===== config.mk =====
export PLATFORM = sky130hd
export DESIGN_NAME = and_rr_arbiter
export DESIGN_NICKNAME = d
export VERILOG_FILES = /design/src/rtl/and_arb_pkg.sv /design/src/rtl/and_stage.sv /design/src/rtl/and_rr_arbiter.sv
export SDC_FILE = /design/constraint.sdc
export NUM_CORES = 1
export LEC_CHECK = 0
export CAP_MARGIN = 25
export CORE_AREA = 2 2 39 41
export CTS_CLUSTER_SIZE = 8
export DETAILED_ROUTE_END_ITERATION = 10
export DIE_AREA = 0 0 41 43
export PLACE_DENSITY = 0.72
export SLEW_MARGIN = 20
export SYNTH_ARGS = -nofsm -noshare
export SYNTH_HDL_FRONTEND = slang
export SYNTH_SLANG_ARGS = --single-unit

===== constraint.sdc =====
create_clock -name clk -period 1.5 [get_ports clk]
set_clock_uncertainty 0.05 [all_clocks]
set_input_delay 0.3 -clock clk [delete_from_list [all_inputs] [get_ports clk]]
set_output_delay 0.3 -clock clk [all_outputs]
set_load 0.02 [all_outputs]

===== src/rtl/and_arb_pkg.sv =====
// Shared types and helpers for the round-robin AND arbiter.
// STAT_W sizes the optional per-requester grant counters
// (AND_RR_ARBITER_STATS_EN).
package and_arb_pkg;

    // Output register occupancy.
    typedef enum logic {
        IDLE = 1'b0,
        FULL = 1'b1
    } and_arb_state_e;

    localparam int STAT_W  = 16;
    // rr_pick works on a fixed-width request vector; callers zero-extend.
    localparam int MAX_REQ = 32;
    localparam int IDX_W   = 5;

    typedef struct packed {
        logic             found;
        logic [IDX_W-1:0] idx;
    } rr_pick_t;

    // First set bit of req[m-1:0], scanning upward from ptr and wrapping
    // modulo m. ptr must be below m.
    function automatic rr_pick_t rr_pick(input logic [MAX_REQ-1:0] req,
                                         input int ptr,
                                         input int m);
        rr_pick_t r;
        int       idx;
        r = '0;
        for (int k = 0; k < MAX_REQ; k++) begin
            idx = ptr + k;
            if (idx >= m) idx = idx - m;
            if (k < m && !r.found && req[idx[IDX_W-1:0]]) begin
                r.found = 1'b1;
                r.idx   = idx[IDX_W-1:0];
            end
        end
        return r;
    endfunction

endpackage


===== src/rtl/and_stage.sv =====
// Registered bitwise AND with load enable. Cleared to zero by reset.
module and_stage #(
    parameter int N = 4
) (
    input  logic         clk,
    input  logic         rst_n,
    input  logic         en_i,
    input  logic [N-1:0] a_i,
    input  logic [N-1:0] b_i,
    output logic [N-1:0] c_o
);

    logic [N-1:0] c_q;

    // Capture a & b whenever a new operand pair is accepted.
    always_ff @(posedge clk or negedge rst_n) begin
        if (!rst_n) begin
            c_q <= '0;
        end else if (en_i) begin
            c_q <= a_i & b_i;
        end
    end

    assign c_o = c_q;

endmodule


===== src/rtl/and_rr_arbiter.sv =====
// One registered AND unit shared by M requesters through a round-robin
// arbiter, with a single tagged valid/ready result channel.
//
// Handshake: a transfer happens on an edge where valid and ready are both
// high; ready never depends on valid of the same channel's own beat
// except through arbitration, and a producer must hold its payload while
// valid is high and ready is low.
//
// Optional feature: define AND_RR_ARBITER_STATS_EN to add grant_cnt, one
// saturating 16-bit grant counter per requester.
module and_rr_arbiter
    import and_arb_pkg::*;
#(
    parameter int N = 4,
    parameter int M = 2
) (
    input  logic                 clk,
    input  logic                 rst_n,
    input  logic [M-1:0]         req_valid,
    output logic [M-1:0]         req_ready,
    input  logic [M*N-1:0]       req_a,
    input  logic [M*N-1:0]       req_b,
    output logic                 rsp_valid,
    input  logic                 rsp_ready,
    output logic [N-1:0]         rsp_c,
    output logic [$clog2(M)-1:0] rsp_id
`ifdef AND_RR_ARBITER_STATS_EN
    ,
    output logic [M*STAT_W-1:0]  grant_cnt
`endif
);

    localparam int IDW = $clog2(M);

    and_arb_state_e state_q, state_d;
    logic [IDW-1:0] ptr_q, ptr_d;
    logic [IDW-1:0] rsp_id_q;
    logic [IDW-1:0] grant_idx;
    rr_pick_t       pick;
    logic           accept;
    logic           xfer;
    logic [N-1:0]   a_sel, b_sel;

    // Arbitration: pick the requester nearest to ptr and decide whether
    // the output register can take a new result this cycle.
    always_comb begin
        pick      = rr_pick(MAX_REQ'(req_valid), int'(ptr_q), M);
        grant_idx = pick.idx[IDW-1:0];
        accept    = (state_q == IDLE) || rsp_ready;
        // rst_n gating keeps every ready low while reset is held.
        xfer      = rst_n && accept && pick.found;
        a_sel     = req_a[grant_idx*N +: N];
        b_sel     = req_b[grant_idx*N +: N];
        for (int i = 0; i < M; i++) begin
            req_ready[i] = xfer && (grant_idx == IDW'(i));
        end
    end

    // Next state for occupancy and the round-robin pointer.
    always_comb begin
        state_d = state_q;
        ptr_d   = ptr_q;
        if (xfer) begin
            state_d = FULL;
            ptr_d   = (grant_idx == IDW'(M - 1)) ? '0 : grant_idx + IDW'(1);
        end else if (state_q == FULL && rsp_ready) begin
            state_d = IDLE;
        end
    end

    // Occupancy, pointer and result tag registers.
    always_ff @(posedge clk or negedge rst_n) begin
        if (!rst_n) begin
            state_q  <= IDLE;
            ptr_q    <= '0;
            rsp_id_q <= '0;
        end else begin
            state_q <= state_d;
            ptr_q   <= ptr_d;
            if (xfer) begin
                rsp_id_q <= grant_idx;
            end
        end
    end

    and_stage #(.N(N)) u_and_stage (
        .clk   (clk),
        .rst_n (rst_n),
        .en_i  (xfer),
        .a_i   (a_sel),
        .b_i   (b_sel),
        .c_o   (rsp_c)
    );

    assign rsp_valid = (state_q == FULL);
    assign rsp_id    = rsp_id_q;

`ifdef AND_RR_ARBITER_STATS_EN
    logic [STAT_W-1:0] cnt_q [M];

    for (genvar gi = 0; gi < M; gi++) begin : g_stats
        // Count grants to this requester, sticking at all-ones.
        always_ff @(posedge clk or negedge rst_n) begin
            if (!rst_n) begin
                cnt_q[gi] <= '0;
            end else if (xfer && grant_idx == IDW'(gi) && cnt_q[gi] != '1) begin
                cnt_q[gi] <= cnt_q[gi] + STAT_W'(1);
            end
        end
        assign grant_cnt[gi*STAT_W +: STAT_W] = cnt_q[gi];
    end
`endif

endmodule


==> results_dict.tcl <==
set metrics [dict create \
    status "complete, but fails checks" \
    violations "negative setup slack" \
    leakagePower_nw 0.358 \
    synth_top_area_share_pct 42.9 \
    cts.sinks 7 \
    layout_commonest_cell "clkdlybuf4s50_1" \
    rsz0062_at_grt "yes" \
    p_sw_uw 223 \
    drc 0 \
    fmax_mhz 649 \
    drive_above_1_share_pct 29.1 \
    dp_cells 88 \
    dr.pass1.iters 2 \
    power.share.clock_pct 24.0 \
    yosysWarnings 0 \
    cts_tree "done" \
    period_share_pct 103 \
    power_frac_seq_pct 35.4 \
    numCtsBuffers 3 \
    ff2ff_path_depth 5 \
    cp-start-kind "flop" \
    yosysUniqueCellTypes 16 \
    core_area_um2 1380 \
    period_needed_ns 1.54 \
    cp-end-kind "primary output" \
    grt_pass1_vias 456 \
    syn_area_um2 408 \
    fill_cells 137 \
    maxCapViolCount 0 \
    cts_root_buffer "clkbuf_4" \
    track_usage_pct 16.0 \
    boundaryPins 29 \
    sw_frac_of_total_pct 31.3 \
    setup_ws_ns -0.0417 \
    critPathLaunch "ptr_q" \
    antenna_found_initial 0 \
    wl_mm 1.23 \
    die_area_um2 1760 \
    yosys_register_bits 7 \
    worstSkewPairLatency_ns 0.25 \
    final_cells 95 \
    crit_arrival_ns 1.19 \
    initial_core_util_pct 29.5 \
    slowest_stage "dfrtp_1" \
    worstSetupPathType "reg -> out" \
    die_h_um 43 \
    r2r-start "ptr_q" \
    vias 475 \
    antenna_left 0 \
    yosys-top-cells-area "dfrtp_1 (43%), a31oi_1 (12%), nand4b_1 (8.6%)" \
    clockBufferDepth 2 \
    ir_drop_mv 0.349 \
    drv_slew 0 \
    hold_viol_final 0 \
    hp-class "in -> async" \
    setup_viol 1 \
    grt_pass1_wl_mm 1.92 \
    critPathTopFamily "simple AND/OR/NAND/NOR gates" \
    grt-ovfl-total 0 \
    slew_headroom_pct 86.1 \
    drt_iter0_markers 8 \
    fin_nets 101 \
    rows 14 \
    avgSynthCellArea_um2 10.5 \
    tightest_slew_ns 0.210 \
    r2r_end "ptr_q" \
    cp_num_cells 4 \
    p_int_uw 489 \
    synth_nets 60 \
    p_comb_share_pct 40.6 \
    power_density_nw_per_um2 886 \
    yosys.area.top_type "dfrtp_1" \
    path_buf_inv 1 \
    cp_max_fo 3 \
    gp_congestion 0.724 \
    preCtsSetupSlack_ns -0.667 \
    syn_to_final_growth_pct 96.9 \
    r2r_slack_ns 0.14 \
    postSynthCellCount 39 \
    cp.required_ns 1.15 \
    grt_max_degree 13 \
    clk_pin_slew_worst_paths_ns 0.05 \
    path_cells "nor2b_4 -> or2b_1 -> nor2_1 -> buf_4" \
    port_buffers 28 \
    die_x_um 41 \
    max_stage_delay_ns 0.39 \
    h-tree-depth 1 \
    antenna_cells 0 \
    viasPerCell 5.00 \
    cts_hold_buffers 0 \
    wl_per_cell_um 12.9 \
    crit_end "req_ready[1]" \
    ys_seq_area_share_pct 42.9 \
    final_cell_mix "clkdlybuf4s50_1 (16), buf_4 (13), dlygate4sd2_1 (10)" \
]
[power by group through the flow]
stage / Combinational [mW] / Clock, mW / Sequential (mW)
2_1_floorplan: 0.0960 / 0 / 0.284
3_3_place_gp: 0.288 / 0 / 0.250
3_5_place_dp: 0.291 / 0 / 0.252
4_1_cts: 0.280 / 0.177 / 0.253
5_1_grt: 0.312 / 0.186 / 0.255
6_report: 0.289 / 0.171 / 0.252
[metrics by stage]
stage                     instance area [um2]  power (mW)  setup TNS [ns]  hold slack, ns  util, %
after floorplan                           408       0.380               0         -0.0456        -
after global placement                    742       0.538           -2.61           0.456     53.6
after detailed placement                  742       0.543           -2.79           0.450     53.6
after CTS                                 788       0.710         -0.0626           0.121     57.0
after global routing                      803       0.754         -0.0901           0.148     58.0
final                                     803       0.712         -0.0417           0.126     58.0
[worst register-to-register path: stages (launching register included)]
cell and delay (ns):
dfrtp_1 0.39, nor2b_4 0.06, or2b_1 0.24, buf_4 0.14
buf_4 0.12, mux2_4 0.24
[final cells by class]
cell class	count	area (um2)	area share [%]
inverters	1	3.75	0.467
multi-input cells	28	233	29.0
repair buffers	39	345	43.0
clock buffers	4	26.3	3.27
flip-flops and latches	7	175	21.8
well taps	16	20.0	2.49
[sequential cells by signal (all words and copies together), names as in the netlist]
register and cells:
ptr_q 1, rsp_id 1, rsp_valid 1, u_and_stage.c_o 4
[Yosys cell counts (all sizes together)]
cell type  n
nand2b     1
nand3      1
and3       1
inv        1
or2        1
nand2      1
or2b       1
dfrtp      7
buf        2
clkbuf     1
nor2b      1
a31oi      8
o211ai     4
mux2       2
nand4b     4
nor2       3
[worst min path at each step]
stage	slack [ns]	depth (start not counted)	end
CTS	0.12	2	u_and_stage.c_o[0]
global placement	0.46	1	ptr_q
finish	0.13	2	u_and_stage.c_o[0]
floorplan	-0.05	0	ptr_q
detailed placement	0.45	1	ptr_q
global route	0.15	2	u_and_stage.c_o[0]
[timing repair]
item / CTS / global route
setup buffers: 1 / 2
endpoints found under the setup margin: 10 / 1
pin swaps: 4 / 1
resized for setup: 26 / 0
cloned: 0 / 0
[layer usage]
layer  GRT usage [%]  vias up  routed length (um)
met3            1.57        2                  71
met5               0        -                   0
met2            24.7       22                 655
met4            10.0        0                  12
met1            20.1      221                 491
li1                -      230                   -
[cell families after synthesis]
kind of cell,after synthesis,synth area share (%)
muxes,2,7.36
DFF,7,42.9
and+or+nand+nor,14,22.7
AOI/OAI and AO/OA,12,19.6
buffers and inverters,4,7.36
No activity file was read; power rests on OpenSTA's default activity.
